--- src/rtl/axi4l_ipif_master_if.sv ---
// AXI4-Lite bus bundle between the IPIF-style master and the interconnect.
// The master modport drives AW/W/AR and the B/R ready signals; the slave modport mirrors it.
interface axi4l_ipif_master_if #(
    parameter int C_DATA_WIDTH = 32
);
    logic [31:0]               awaddr;
    logic [2:0]                awprot;
    logic                      awvalid;
    logic                      awready;
    logic [C_DATA_WIDTH-1:0]   wdata;
    logic [C_DATA_WIDTH/8-1:0] wstrb;
    logic                      wvalid;
    logic                      wready;
    logic [1:0]                bresp;
    logic                      bvalid;
    logic                      bready;
    logic [31:0]               araddr;
    logic [2:0]                arprot;
    logic                      arvalid;
    logic                      arready;
    logic [C_DATA_WIDTH-1:0]   rdata;
    logic [1:0]                rresp;
    logic                      rvalid;
    logic                      rready;

    modport master (
        output awaddr, awprot, awvalid, wdata, wstrb, wvalid, bready,
        output araddr, arprot, arvalid, rready,
        input  awready, wready, bresp, bvalid, arready, rdata, rresp, rvalid
    );

    modport slave (
        input  awaddr, awprot, awvalid, wdata, wstrb, wvalid, bready,
        input  araddr, arprot, arvalid, rready,
        output awready, wready, bresp, bvalid, arready, rdata, rresp, rvalid
    );
endinterface

--- src/rtl/axi4l_ipif_master.sv ---
// AXI4-Lite master: converts single-cycle wr_req/rd_req register requests into AXI4-Lite
// transactions. Independent write and read FSMs; every output is driven from a flop.
module axi4l_ipif_master #(
    parameter int C_ADDR_WIDTH = 12,
    parameter int C_DATA_WIDTH = 32
) (
    input  logic                      aclk,
    input  logic                      aresetn,

    input  logic [C_ADDR_WIDTH-3:0]   wr_addr,
    input  logic                      wr_req,
    input  logic [C_DATA_WIDTH/8-1:0] wr_be,
    input  logic [C_DATA_WIDTH-1:0]   wr_data,
    output logic                      wr_ack,
    output logic                      wr_err,
    output logic                      wr_busy,

    input  logic [C_ADDR_WIDTH-3:0]   rd_addr,
    input  logic                      rd_req,
    output logic [C_DATA_WIDTH-1:0]   rd_data,
    output logic                      rd_ack,
    output logic                      rd_err,
    output logic                      rd_busy,

    axi4l_ipif_master_if.master       m_axi
);

    localparam int STRB_W = C_DATA_WIDTH / 8;

    generate
        if (!(C_DATA_WIDTH == 32 || C_DATA_WIDTH == 64)) begin : g_bad_data_width
            $error("axi4l_ipif_master: C_DATA_WIDTH must be 32 or 64");
        end
        if (C_ADDR_WIDTH < 3 || C_ADDR_WIDTH > 32) begin : g_bad_addr_width
            $error("axi4l_ipif_master: C_ADDR_WIDTH must be in 3..32");
        end
    endgenerate

    // ------------------------------------------------------------------
    // Write path
    // ------------------------------------------------------------------
    typedef enum logic [1:0] {
        W_IDLE,
        W_REQ,
        W_RESP
    } wr_state_t;

    wr_state_t           wr_state_reg;
    logic [31:0]         awaddr_reg;
    logic                awvalid_reg;
    logic [C_DATA_WIDTH-1:0] wdata_reg;
    logic [STRB_W-1:0]   wstrb_reg;
    logic                wvalid_reg;
    logic                bready_reg;
    logic                wr_ack_reg;
    logic                wr_err_reg;
    logic                wr_busy_reg;

    // A channel counts as done once its valid has dropped or is handshaking right now.
    logic aw_done;
    logic w_done;
    assign aw_done = !awvalid_reg || m_axi.awready;
    assign w_done  = !wvalid_reg  || m_axi.wready;

    always_ff @(posedge aclk) begin
        if (!aresetn) begin
            wr_state_reg <= W_IDLE;
            awaddr_reg   <= '0;
            awvalid_reg  <= 1'b0;
            wdata_reg    <= '0;
            wstrb_reg    <= '0;
            wvalid_reg   <= 1'b0;
            bready_reg   <= 1'b0;
            wr_ack_reg   <= 1'b0;
            wr_err_reg   <= 1'b0;
            wr_busy_reg  <= 1'b0;
        end else begin
            wr_ack_reg <= 1'b0;
            case (wr_state_reg)
                W_IDLE: begin
                    if (wr_req) begin
                        awaddr_reg   <= 32'({wr_addr, 2'b00});
                        wdata_reg    <= wr_data;
                        wstrb_reg    <= wr_be;
                        awvalid_reg  <= 1'b1;
                        wvalid_reg   <= 1'b1;
                        wr_busy_reg  <= 1'b1;
                        wr_state_reg <= W_REQ;
                    end
                end
                W_REQ: begin
                    if (awvalid_reg && m_axi.awready) begin
                        awvalid_reg <= 1'b0;
                    end
                    if (wvalid_reg && m_axi.wready) begin
                        wvalid_reg <= 1'b0;
                    end
                    if (aw_done && w_done) begin
                        bready_reg   <= 1'b1;
                        wr_state_reg <= W_RESP;
                    end
                end
                W_RESP: begin
                    if (m_axi.bvalid && bready_reg) begin
                        bready_reg   <= 1'b0;
                        wr_ack_reg   <= 1'b1;
                        wr_err_reg   <= m_axi.bresp[1];
                        wr_busy_reg  <= 1'b0;
                        wr_state_reg <= W_IDLE;
                    end
                end
                default: begin
                    wr_state_reg <= W_IDLE;
                end
            endcase
        end
    end

    // ------------------------------------------------------------------
    // Read path
    // ------------------------------------------------------------------
    typedef enum logic [1:0] {
        R_IDLE,
        R_ADDR,
        R_DATA
    } rd_state_t;

    rd_state_t           rd_state_reg;
    logic [31:0]         araddr_reg;
    logic                arvalid_reg;
    logic                rready_reg;
    logic [C_DATA_WIDTH-1:0] rd_data_reg;
    logic                rd_ack_reg;
    logic                rd_err_reg;
    logic                rd_busy_reg;

    always_ff @(posedge aclk) begin
        if (!aresetn) begin
            rd_state_reg <= R_IDLE;
            araddr_reg   <= '0;
            arvalid_reg  <= 1'b0;
            rready_reg   <= 1'b0;
            rd_data_reg  <= '0;
            rd_ack_reg   <= 1'b0;
            rd_err_reg   <= 1'b0;
            rd_busy_reg  <= 1'b0;
        end else begin
            rd_ack_reg <= 1'b0;
            case (rd_state_reg)
                R_IDLE: begin
                    if (rd_req) begin
                        araddr_reg   <= 32'({rd_addr, 2'b00});
                        arvalid_reg  <= 1'b1;
                        rd_busy_reg  <= 1'b1;
                        rd_state_reg <= R_ADDR;
                    end
                end
                R_ADDR: begin
                    if (arvalid_reg && m_axi.arready) begin
                        arvalid_reg  <= 1'b0;
                        rready_reg   <= 1'b1;
                        rd_state_reg <= R_DATA;
                    end
                end
                R_DATA: begin
                    // Data is returned even on an error response.
                    if (m_axi.rvalid && rready_reg) begin
                        rready_reg   <= 1'b0;
                        rd_data_reg  <= m_axi.rdata;
                        rd_err_reg   <= m_axi.rresp[1];
                        rd_ack_reg   <= 1'b1;
                        rd_busy_reg  <= 1'b0;
                        rd_state_reg <= R_IDLE;
                    end
                end
                default: begin
                    rd_state_reg <= R_IDLE;
                end
            endcase
        end
    end

    // EXOKAY and OKAY both map to success, so only the upper response bit matters.
    logic unused_resp_lsb;
    assign unused_resp_lsb = m_axi.bresp[0] ^ m_axi.rresp[0];

    // ------------------------------------------------------------------
    // Output mapping
    // ------------------------------------------------------------------
    assign m_axi.awaddr  = awaddr_reg;
    assign m_axi.awprot  = 3'b000;
    assign m_axi.awvalid = awvalid_reg;
    assign m_axi.wdata   = wdata_reg;
    assign m_axi.wstrb   = wstrb_reg;
    assign m_axi.wvalid  = wvalid_reg;
    assign m_axi.bready  = bready_reg;
    assign m_axi.araddr  = araddr_reg;
    assign m_axi.arprot  = 3'b000;
    assign m_axi.arvalid = arvalid_reg;
    assign m_axi.rready  = rready_reg;

    assign wr_ack  = wr_ack_reg;
    assign wr_err  = wr_err_reg;
    assign wr_busy = wr_busy_reg;
    assign rd_data = rd_data_reg;
    assign rd_ack  = rd_ack_reg;
    assign rd_err  = rd_err_reg;
    assign rd_busy = rd_busy_reg;

endmodule

--- src/flat_wrapper.sv ---
// flat-port wrapper written by rule: the top's interface ports become plain ports
module axi4l_ipif_master_flat 
#(
    parameter int C_ADDR_WIDTH = 12,
    parameter int C_DATA_WIDTH = 32
)
  (aclk, aresetn, wr_addr, wr_req, wr_be, wr_data, wr_ack, wr_err, wr_busy, rd_addr, rd_req, rd_data, rd_ack, rd_err, rd_busy, m_axi_awaddr, m_axi_awprot, m_axi_awvalid, m_axi_wdata, m_axi_wstrb, m_axi_wvalid, m_axi_bready, m_axi_araddr, m_axi_arprot, m_axi_arvalid, m_axi_rready, m_axi_awready, m_axi_wready, m_axi_bresp, m_axi_bvalid, m_axi_arready, m_axi_rdata, m_axi_rresp, m_axi_rvalid);
  axi4l_ipif_master_if #(.C_DATA_WIDTH(C_DATA_WIDTH)) m_axi_i ();
  input  logic aclk;
  input  logic aresetn;
  input  logic [C_ADDR_WIDTH-3:0] wr_addr;
  input  logic wr_req;
  input  logic [C_DATA_WIDTH/8-1:0] wr_be;
  input  logic [C_DATA_WIDTH-1:0] wr_data;
  output logic wr_ack;
  output logic wr_err;
  output logic wr_busy;
  input  logic [C_ADDR_WIDTH-3:0] rd_addr;
  input  logic rd_req;
  output logic [C_DATA_WIDTH-1:0] rd_data;
  output logic rd_ack;
  output logic rd_err;
  output logic rd_busy;
  output wire logic [$bits(m_axi_i.awaddr)-1:0] m_axi_awaddr;
  output wire logic [$bits(m_axi_i.awprot)-1:0] m_axi_awprot;
  output wire logic [$bits(m_axi_i.awvalid)-1:0] m_axi_awvalid;
  output wire logic [$bits(m_axi_i.wdata)-1:0] m_axi_wdata;
  output wire logic [$bits(m_axi_i.wstrb)-1:0] m_axi_wstrb;
  output wire logic [$bits(m_axi_i.wvalid)-1:0] m_axi_wvalid;
  output wire logic [$bits(m_axi_i.bready)-1:0] m_axi_bready;
  output wire logic [$bits(m_axi_i.araddr)-1:0] m_axi_araddr;
  output wire logic [$bits(m_axi_i.arprot)-1:0] m_axi_arprot;
  output wire logic [$bits(m_axi_i.arvalid)-1:0] m_axi_arvalid;
  output wire logic [$bits(m_axi_i.rready)-1:0] m_axi_rready;
  input wire logic [$bits(m_axi_i.awready)-1:0] m_axi_awready;
  input wire logic [$bits(m_axi_i.wready)-1:0] m_axi_wready;
  input wire logic [$bits(m_axi_i.bresp)-1:0] m_axi_bresp;
  input wire logic [$bits(m_axi_i.bvalid)-1:0] m_axi_bvalid;
  input wire logic [$bits(m_axi_i.arready)-1:0] m_axi_arready;
  input wire logic [$bits(m_axi_i.rdata)-1:0] m_axi_rdata;
  input wire logic [$bits(m_axi_i.rresp)-1:0] m_axi_rresp;
  input wire logic [$bits(m_axi_i.rvalid)-1:0] m_axi_rvalid;
  assign m_axi_awaddr = m_axi_i.awaddr;
  assign m_axi_awprot = m_axi_i.awprot;
  assign m_axi_awvalid = m_axi_i.awvalid;
  assign m_axi_wdata = m_axi_i.wdata;
  assign m_axi_wstrb = m_axi_i.wstrb;
  assign m_axi_wvalid = m_axi_i.wvalid;
  assign m_axi_bready = m_axi_i.bready;
  assign m_axi_araddr = m_axi_i.araddr;
  assign m_axi_arprot = m_axi_i.arprot;
  assign m_axi_arvalid = m_axi_i.arvalid;
  assign m_axi_rready = m_axi_i.rready;
  assign m_axi_i.awready = m_axi_awready;
  assign m_axi_i.wready = m_axi_wready;
  assign m_axi_i.bresp = m_axi_bresp;
  assign m_axi_i.bvalid = m_axi_bvalid;
  assign m_axi_i.arready = m_axi_arready;
  assign m_axi_i.rdata = m_axi_rdata;
  assign m_axi_i.rresp = m_axi_rresp;
  assign m_axi_i.rvalid = m_axi_rvalid;
  axi4l_ipif_master #(.C_ADDR_WIDTH(C_ADDR_WIDTH), .C_DATA_WIDTH(C_DATA_WIDTH)) u_core (.aclk(aclk), .aresetn(aresetn), .wr_addr(wr_addr), .wr_req(wr_req), .wr_be(wr_be), .wr_data(wr_data), .wr_ack(wr_ack), .wr_err(wr_err), .wr_busy(wr_busy), .rd_addr(rd_addr), .rd_req(rd_req), .rd_data(rd_data), .rd_ack(rd_ack), .rd_err(rd_err), .rd_busy(rd_busy), .m_axi(m_axi_i));
endmodule
--- config.mk ---
export PLATFORM = sky130hd
export DESIGN_NAME = axi4l_ipif_master_flat
export DESIGN_NICKNAME = d
export VERILOG_FILES = /design/src/rtl/axi4l_ipif_master_if.sv /design/src/rtl/axi4l_ipif_master.sv /design/src/flat_wrapper.sv
export SDC_FILE = /design/constraint.sdc
export NUM_CORES = 1
export LEC_CHECK = 0
export CAP_MARGIN = 20
export CORE_MARGIN = 5
export CORE_UTILIZATION = 38
export CTS_CLUSTER_DIAMETER = 50
export DETAILED_ROUTE_END_ITERATION = 6
export HOLD_SLACK_MARGIN = 0.1
export PLACE_DENSITY = 0.9
export SLEW_MARGIN = 20
export SYNTH_ARGS = -nofsm -noshare
export SYNTH_HDL_FRONTEND = slang
export SYNTH_SLANG_ARGS = --single-unit
--- constraint.sdc ---
create_clock -name aclk -period 1.8 [get_ports aclk]
set_clock_uncertainty 0.1 [all_clocks]
set_input_delay 0.18 -clock aclk [delete_from_list [all_inputs] [get_ports aclk]]
set_output_delay 0.18 -clock aclk [all_outputs]
set_load 0.02 [all_outputs]
==> results of run 1 <==
## power breakdown
group,internal (mW),leakage [nW],switching (mW)
combinational,0.533,1.48,0.592
sequential,2.41,0.841,0.0817
clock,0.546,0.0885,0.805
total,3.49,2.41,1.48
## through the flow
stage	cell area, µm²	worst slack, ns	hold WS [ns]	utilization	std cells
5_1_grt	6330	0.0391	0.236	0.582	838
4_1_cts	6330	0.111	0.227	0.582	838
6_report	6330	0.133	0.250	0.582	838
3_5_place_dp	6140	0.0641	0.349	0.564	821
3_3_place_gp	6140	0.0748	0.342	0.564	821
2_1_floorplan	4410	0.434	0.174	-	559
## how the worst max path moves through the flow
stage / start / slack [ns] / cells past startpoint / end
global route: u_core.m_axi.bready / 0.04 / 1 / m_axi_bready
detailed placement: wr_req / 0.06 / 5 / u_core.m_axi.awaddr[7]
finish: u_core.m_axi.arvalid / 0.13 / 1 / m_axi_arvalid
floorplan: u_core.m_axi.rready / 0.43 / 5 / u_core.rd_data[10]
global placement: wr_req / 0.07 / 5 / u_core.m_axi.wdata[30]
CTS: u_core.m_axi.bready / 0.11 / 1 / m_axi_bready
## layout make-up
| class | count | area [µm²] | share of cell area |
|---|---|---|---|
| Clock buffer | 10 | 138 | 0.0217 |
| Clock inverter | 6 | 46.3 | 0.00731 |
| Inverter | 4 | 15.0 | 0.00237 |
| Multi-Input combinational cell | 362 | 1730 | 0.273 |
| Sequential cell | 103 | 2060 | 0.326 |
| Tap cell | 140 | 175 | 0.0277 |
| Timing Repair Buffer | 213 | 2170 | 0.342 |
## routing by layer
layer  track usage  up-vias
li1              -     1987
met1         0.177     1683
met2         0.277      156
met3        0.0674        8
met4        0.0399        2
met5             0        -
## layout by cell type, fill, tap and decap left out, types with 3 or more instances in the layout
cell | synthesis | final
clkdlybuf4s50_1 | 0 | 196
dfxtp_1 | 103 | 103
nand2_1 | 95 | 95
nand3_1 | 91 | 91
conb_1 | 1 | 50
o21ai_0 | 46 | 46
o21ai_1 | 35 | 35
o21ai_2 | 15 | 15
clkbuf_8 | 0 | 10
buf_4 | 52 | 10
a21oi_1 | 6 | 6
nor2_1 | 6 | 6
buf_12 | 0 | 6
nand2b_1 | 4 | 4
inv_1 | 4 | 4
clkinv_4 | 0 | 3
## synth_stat cells
| cell type | number | share of area |
|---|---|---|
| buf_2 | 10 | 0.012 |
| nand4_1 | 2 | 0.0030 |
| o21ai_0 | 46 | 0.055 |
| clkbuf_1 | 15 | 0.013 |
| a31oi_1 | 1 | 0.0015 |
| buf_4 | 52 | 0.092 |
| nand3_1 | 91 | 0.11 |
| inv_1 | 4 | 0.0036 |
| o21ai_2 | 15 | 0.031 |
| o21ai_1 | 35 | 0.041 |
| buf_1 | 5 | 0.0044 |
| dfxtp_1 | 103 | 0.49 |
| nand2_1 | 95 | 0.084 |
| or3b_4 | 1 | 0.0027 |
| a21oi_1 | 6 | 0.0071 |
| nor2b_1 | 1 | 0.0015 |
| a211oi_1 | 2 | 0.0036 |
| nand2b_1 | 4 | 0.0059 |
| nand4b_1 | 2 | 0.0041 |
| a311oi_1 | 1 | 0.0021 |
| buf_6 | 8 | 0.021 |
| and2b_1 | 1 | 0.0018 |
| o2111a_1 | 1 | 0.0027 |
| nor2_1 | 6 | 0.0053 |
| conb_1 | 1 | 0.00089 |
| nor3b_1 | 1 | 0.0018 |
| and3_1 | 1 | 0.0015 |
## what timing repair did
item,in CTS,in global routing
endpoints found under the hold margin,7,0
buffers inserted,0,0
hold buffers,1,0
## cell families after synthesis
kind of cell	Yosys count	share of synthesized area
DFF	103	0.488
other	1	0.000888
AOI/OAI and AO/OA	107	0.144
buffers and inverters	94	0.147
and+or+nand+nor	205	0.220
==> impl_metrics.py, run 1 <==
metrics = {
    "run_status": {
        "status": "complete, no violations",
    },
    "place": {
        "place.gp.congestion": 0.756,
        "numPortBuffers": 197,
        "hpwl_um": 8360,
    },
    "die": {
        "core_um2": 10900,
        "die_w_um": 115,
        "start_util": 0.388,
        "die_h_um": 115,
        "ios": 250,
        "rows": 38,
        "dieArea_um2": 13300,
    },
    "setup_path": {
        "crit_path_start_kind": "flop",
        "r2r-start": "u_core.wr_state_reg[1]",
        "reg2reg_depth": 4,
        "path_max_fanout": 4,
        "path_cells": "clkdlybuf4s50_1",
        "rrSetupSlack_ns": 0.30,
        "crit_buf_inv": 1,
        "r2r_end": "u_core.m_axi.awaddr[9]",
        "slowest_delay_ns": 0.63,
        "cp_slowest_cell": "clkdlybuf4s50_1",
        "path_class": "flop to output pin",
        "required_ns": 1.52,
        "endpoint_kind": "output pin",
        "critPathTopFamily": "buffers and inverters",
        "cp.arrival_ns": 1.39,
    },
    "timing": {
        "rsz0062_at_grt": "false",
        "finalSetupTns_ns": 0,
        "fmax_mhz": 600,
        "finalCritPeriodShare": 0.926,
        "post-route-min-period_ns": 1.67,
        "report.final.hold_viol_count": 0,
        "final_max_slew_viol_count": 0,
        "setup_viol": 0,
    },
    "min_path": {
        "hold_depth": 3,
        "holdPathEnd": "u_core.m_axi.wdata[8]",
        "hp-start": "wr_data[8]",
        "hold_path.class": "primary input to flop",
    },
    "global_routing": {
        "grt-ovfl-total": 0,
        "grt_pass1_wl_um": 16900,
        "grt_start_max_net_pins": 81,
        "grt_usage": 0.158,
        "first_global_vias": 3544,
        "grt_antenna_before_repair": 1,
    },
    "synthesis": {
        "ys_seq_area_frac": 0.488,
        "synth_warnings": 0,
        "synth_cells": 510,
        "ys_types": 27,
        "synth_area_per_cell_um2": 8.28,
        "netlist_area_um2": 4220,
        "synth-seq-cells": 103,
    },
    "pwr": {
        "peakVddDrop_uv": 661,
        "p_leak_nw": 2.41,
        "power_density_nw_per_um2": 785,
        "finalPower_mw": 4.97,
    },
    "final_layout": {
        "area.growth.synth_to_final_pct": 50.0,
        "drive_gt1_frac": 0.0702,
        "nFillCells": 966,
        "diodes": 0,
        "fin_nets": 794,
    },
    "drt": {
        "wire_per_inst_um": 13.2,
        "drtAntennaViolNets": 0,
        "detail_route.first_pass.iterations": 4,
        "wl_um": 11100,
        "drtIter0Drc": 292,
        "dr_wl_met3_um": 1200,
        "dr_total_vias": 3836,
        "route.met2.wl_um": 5370,
        "via_per_inst": 4.58,
        "top_layer_used": "met5",
        "wl_met1_um": 4380,
        "drc_errors": 0,
    },
    "clock_tree": {
        "htree_num_levels": 3,
        "clockBufferDepth": 2,
        "cts_made_buffers": 9,
        "insertion_delay_ns": 0.36,
        "clk_pin_slew_ns": 0.10,
        "ctsRootBufferMaster": "clkbuf_8",
        "cts.sinks": 103,
        "cts-resized-gates": 0,
        "tritoncts": "built",
    },
    "job": {
        "max_cap_viol_count": 0,
    },
}
No activity file was read; power rests on OpenSTA's default activity.
==> run 2, diff against run 1 <==
--- a/config.mk
+++ b/config.mk
@@ -11,7 +11,7 @@
 export CTS_CLUSTER_DIAMETER = 50
 export DETAILED_ROUTE_END_ITERATION = 6
 export HOLD_SLACK_MARGIN = 0.1
-export PLACE_DENSITY = 0.9
+export PLACE_DENSITY = 0.81
 export SLEW_MARGIN = 20
 export SYNTH_ARGS = -nofsm -noshare
 export SYNTH_HDL_FRONTEND = slang
==> impl_metrics.py, run 2 (same netlist as run 1, synthesis figures left out) <==
metrics = {
    "place": {
        "place.gp.congestion": 0.768,
        "hpwl_um": 8490,
        "numPortBuffers": 197,
        "dpl_worst_slack_ns": 0.0339,
    },
    "global_routing": {
        "first_global_vias": 3518,
        "grt_usage": 0.155,
        "grt_pass1_wl_um": 16600,
        "grt-ovfl-total": 0,
        "grt_antenna_before_repair": 0,
        "grt_start_max_net_pins": 94,
    },
    "die": {
        "core_um2": 10900,
        "die_w_um": 115,
        "dieArea_um2": 13300,
        "rows": 38,
        "ios": 250,
        "die_h_um": 115,
        "start_util": 0.388,
    },
    "clock_tree": {
        "tritoncts": "built",
        "clockBufferDepth": 2,
        "cts-resized-gates": 0,
        "htree_num_levels": 3,
        "cts_made_buffers": 9,
        "insertion_delay_ns": 0.36,
        "clk_pin_slew_ns": 0.10,
        "ctsRootBufferMaster": "clkbuf_8",
        "cts.sinks": 103,
    },
    "setup_path": {
        "required_ns": 1.52,
        "crit_path_start_kind": "flop",
        "slowest_delay_ns": 0.65,
        "critPathTopFamily": "buffers and inverters",
        "cp_slowest_cell": "clkdlybuf4s50_1",
        "path_class": "flop to output pin",
        "path_cells": "clkdlybuf4s50_1",
        "cp.arrival_ns": 1.39,
        "r2r-start": "u_core.wr_state_reg[1]",
        "endpoint_kind": "output pin",
        "path_max_fanout": 4,
        "cp-startpoint": "u_core.m_axi.bready",
        "crit_buf_inv": 1,
    },
    "drt": {
        "via_per_inst": 4.66,
        "dr_total_vias": 3881,
        "detail_route.first_pass.iterations": 4,
        "wl_um": 11100,
        "drc_errors": 0,
        "drtIter0Drc": 223,
        "wire_per_inst_um": 13.4,
        "drtAntennaViolNets": 0,
    },
    "timing": {
        "report.final.hold_viol_count": 0,
        "fmax_mhz": 599,
        "setup_viol": 0,
        "final_max_slew_viol_count": 0,
        "rsz0062_at_grt": "false",
        "post-route-min-period_ns": 1.67,
        "finalCritPeriodShare": 0.927,
        "finalSetupTns_ns": 0,
        "setup_ws_ns": 0.132,
    },
    "final_layout": {
        "layout_commonest_cell": "clkdlybuf4s50_1",
        "area.growth.synth_to_final_pct": 48.8,
        "final_cell_mix": "196 x clkdlybuf4s50_1, 103 x dfxtp_1, 95 x nand2_1, 91 x nand3_1, 50 x conb_1",
        "drive_gt1_frac": 0.0621,
        "diodes": 0,
        "fin_nets": 788,
    },
    "pwr": {
        "peakVddDrop_uv": 376,
        "p_leak_nw": 2.39,
        "power_density_nw_per_um2": 826,
    },
    "run_status": {
        "status": "complete, no violations",
    },
    "min_path": {
        "hp-start": "wr_data[0]",
        "hold_path.class": "primary input to flop",
    },
    "job": {
        "max_cap_viol_count": 0,
    },
}
==> run 2: cell types whose count changed in the layout (fill, tap and decap cells not counted), moves of 2 or more <==
cell       delta
buf_4         -3
buf_12        -3
clkinv_4      -2
bufinv_16     +2
==> run 2: where the power goes <==
group,total [mW],internal (mW),switching [mW]
Combinational,1.11,0.518,0.592
Clock,1.59,0.786,0.802
Sequential,2.50,2.41,0.0811
Total,5.19,3.72,1.47
==> run 2: layout make-up <==
| type | instances | area [µm²] |
|---|---|---|
| Inverter | 4 | 15.0 |
| Fill cell | 985 | 4600 |
| Clock inverter | 7 | 95.1 |
| Timing Repair Buffer | 207 | 2080 |
| Sequential cell | 103 | 2060 |
| Clock buffer | 9 | 124 |
| Tap cell | 140 | 175 |
| Multi-Input combinational cell | 362 | 1730 |
==> run 2: final timing paths <==
check,slack [ns],to,depth (start not counted)
worst max-delay path,0.13,m_axi_bready,1
worst min-delay path,0.25,u_core.m_axi.wdata[0],3
worst max register to register,0.32,u_core.m_axi.wdata[19],4
worst min register to register,0.36,u_core.wr_busy,2
==> run 2: per-stage QoR <==
stage	power (mW)	util	cells	area (µm²)	hold WS, ns
global placement	3.63	0.556	815	6060	0.343
global route	5.43	0.577	832	6280	0.239
CTS	5.26	0.577	832	6280	0.228
finish	5.19	0.577	832	6280	0.250
floorplan	3.23	-	559	4410	0.174
detailed placement	3.66	0.556	815	6060	0.347
==> run 2: repair_timing <==
item | in CTS | in global routing
endpoints found under the setup margin | 0 | 0
hold buffers | 1 | 0
buffers inserted | 0 | 0
hold endpoints to repair | 4 | 0
==> run 2: per-layer routing <==
metal / vias to the layer above / share of wire / global-route usage / routed length [µm]
li1: 1972 / - / - / -
met1: 1736 / 0.39 / 0.173 / 4360
met2: 160 / 0.49 / 0.273 / 5440
met3: 13 / 0.10 / 0.0491 / 1140
met4: 0 / 0.017 / 0.0634 / 193
met5: - / 0 / 0 / 0
==> run 3, diff against run 2 <==
--- a/config.mk
+++ b/config.mk
@@ -11,6 +11,7 @@
 export CTS_CLUSTER_DIAMETER = 50
 export DETAILED_ROUTE_END_ITERATION = 6
 export HOLD_SLACK_MARGIN = 0.1
+export MAX_ROUTING_LAYER = met4
 export PLACE_DENSITY = 0.81
 export SLEW_MARGIN = 20
 export SYNTH_ARGS = -nofsm -noshare
==> impl_metrics.py, run 3 (same netlist as run 1, synthesis figures left out) <==
metrics = {
    "run_status": {
        "status": "complete, no violations",
    },
    "clock_tree": {
        "clockBufferDepth": 2,
        "cts_made_buffers": 9,
        "htree_num_levels": 3,
        "insertion_delay_ns": 0.36,
        "clk_pin_slew_ns": 0.10,
        "ctsRootBufferMaster": "clkbuf_8",
        "cts-resized-gates": 0,
        "cts.sinks": 103,
        "tritoncts": "built",
    },
    "final_layout": {
        "final_cell_mix": "196 x clkdlybuf4s50_1, 103 x dfxtp_1, 95 x nand2_1, 91 x nand3_1, 50 x conb_1",
        "diodes": 0,
        "stdcell_area_um2": 6280,
        "drive_gt1_frac": 0.0621,
        "area.growth.synth_to_final_pct": 48.8,
        "fin_nets": 788,
        "post-route-util": 0.577,
        "layout_commonest_cell": "clkdlybuf4s50_1",
    },
    "setup_path": {
        "path_class": "flop to output pin",
        "required_ns": 1.52,
        "slowest_delay_ns": 0.65,
        "critPathTopFamily": "buffers and inverters",
        "crit_buf_inv": 1,
        "crit_path_start_kind": "flop",
        "path_cells": "clkdlybuf4s50_1",
        "path_max_fanout": 4,
        "cp_slowest_cell": "clkdlybuf4s50_1",
        "endpoint_kind": "output pin",
        "cp.arrival_ns": 1.39,
    },
    "pwr": {
        "p_sw_frac": 0.284,
        "p_switching_mw": 1.47,
        "pwr-share-seq": 0.481,
        "intPower_mw": 3.72,
        "combPwrFrac": 0.214,
        "finalPower_mw": 5.19,
        "peakVddDrop_uv": 375,
        "clkPwrFrac": 0.306,
        "power_density_nw_per_um2": 826,
        "p_leak_nw": 2.39,
    },
    "job": {
        "max_cap_viol_count": 0,
    },
    "die": {
        "core_um2": 10900,
        "die_w_um": 115,
        "rows": 38,
        "ios": 250,
        "die_h_um": 115,
        "start_util": 0.388,
        "dieArea_um2": 13300,
    },
    "timing": {
        "setup_viol": 0,
        "report.final.hold_viol_count": 0,
        "finalSetupTns_ns": 0,
        "setup_ws_ns": 0.134,
        "fmax_mhz": 600,
        "finalCritPeriodShare": 0.926,
        "rsz0062_at_grt": "false",
        "post-route-min-period_ns": 1.67,
        "final_max_slew_viol_count": 0,
    },
    "drt": {
        "drtIter0Drc": 240,
        "drc_errors": 0,
        "detail_route.first_pass.iterations": 4,
        "drtAntennaViolNets": 0,
        "wire_per_inst_um": 13.4,
        "via_per_inst": 4.66,
        "wl_um": 11100,
        "dr_total_vias": 3877,
    },
    "min_path": {
        "hold_path.class": "primary input to flop",
    },
    "global_routing": {
        "grt_antenna_before_repair": 0,
        "grt-ovfl-total": 0,
        "grt_pass1_wl_um": 16500,
        "grt_usage": 0.160,
        "grt_start_max_net_pins": 94,
        "first_global_vias": 3526,
    },
    "place": {
        "dpl_worst_slack_ns": 0.0339,
        "placed_area_um2": 6060,
        "place.gp.congestion": 0.778,
        "hpwl_um": 8490,
        "numPortBuffers": 197,
    },
}
==> run 3: cell counts in the layout (fill, tap and decap cells not counted) <==
No cell type changed its count.
==> run 3: path summary, 6_finish.rpt <==
| check | endpoint | cells after the start | from | slack, ns |
|---|---|---|---|---|
| max | m_axi_bready | 1 | u_core.m_axi.bready | 0.13 |
| min | u_core.m_axi.wdata[0] | 3 | wr_data[0] | 0.25 |
| max reg2reg | u_core.m_axi.wdata[19] | 4 | u_core.wr_state_reg[1] | 0.33 |
| min reg2reg | u_core.wr_busy | 2 | u_core.wr_busy | 0.36 |
==> run 3: final cells by class <==
type / instances / area, µm²
Fill cell: 985 / 4600
Timing Repair Buffer: 207 / 2080
Sequential cell: 103 / 2060
Multi-Input combinational cell: 362 / 1730
Tap cell: 140 / 175
Clock buffer: 9 / 124
Clock inverter: 7 / 95.1
Inverter: 4 / 15.0
==> run 3: power groups by stage <==
stage	combinational [mW]	sequential [mW]	clock, mW
after floorplan	0.535	2.70	0
after global placement	1.09	2.54	0
after detailed placement	1.11	2.55	0
after CTS	1.12	2.50	1.65
after global routing	1.19	2.52	1.73
final	1.11	2.49	1.59
==> run 3: worst reg2reg max path, cell delays in order (launching register included) <==
cell     delay (ns)
dfxtp_1        0.38
or3b_4         0.45
buf_12         0.22
nand3_1        0.14
o21ai_1        0.07
==> run 3: timing repair <==
item	CTS	global route
buffers inserted	0	0
hold buffers	1	0
endpoints found under the hold margin	4	0
==> run 3: metal layers <==
layer / global-route usage / routed length (µm) / up-vias
li1: - / - / 1973
met1: 0.179 / 4500 / 1722
met5: - / 0 / -
met2: 0.274 / 5380 / 165
met4: 0.0634 / 226 / 0
met3: 0.0386 / 1030 / 17
==> run 3: per-stage QoR <==
stage | instances | hold slack, ns
after global placement | 815 | 0.343
final | 832 | 0.250
after detailed placement | 815 | 0.347
after floorplan | 559 | 0.174
after global routing | 832 | 0.239
after CTS | 832 | 0.228
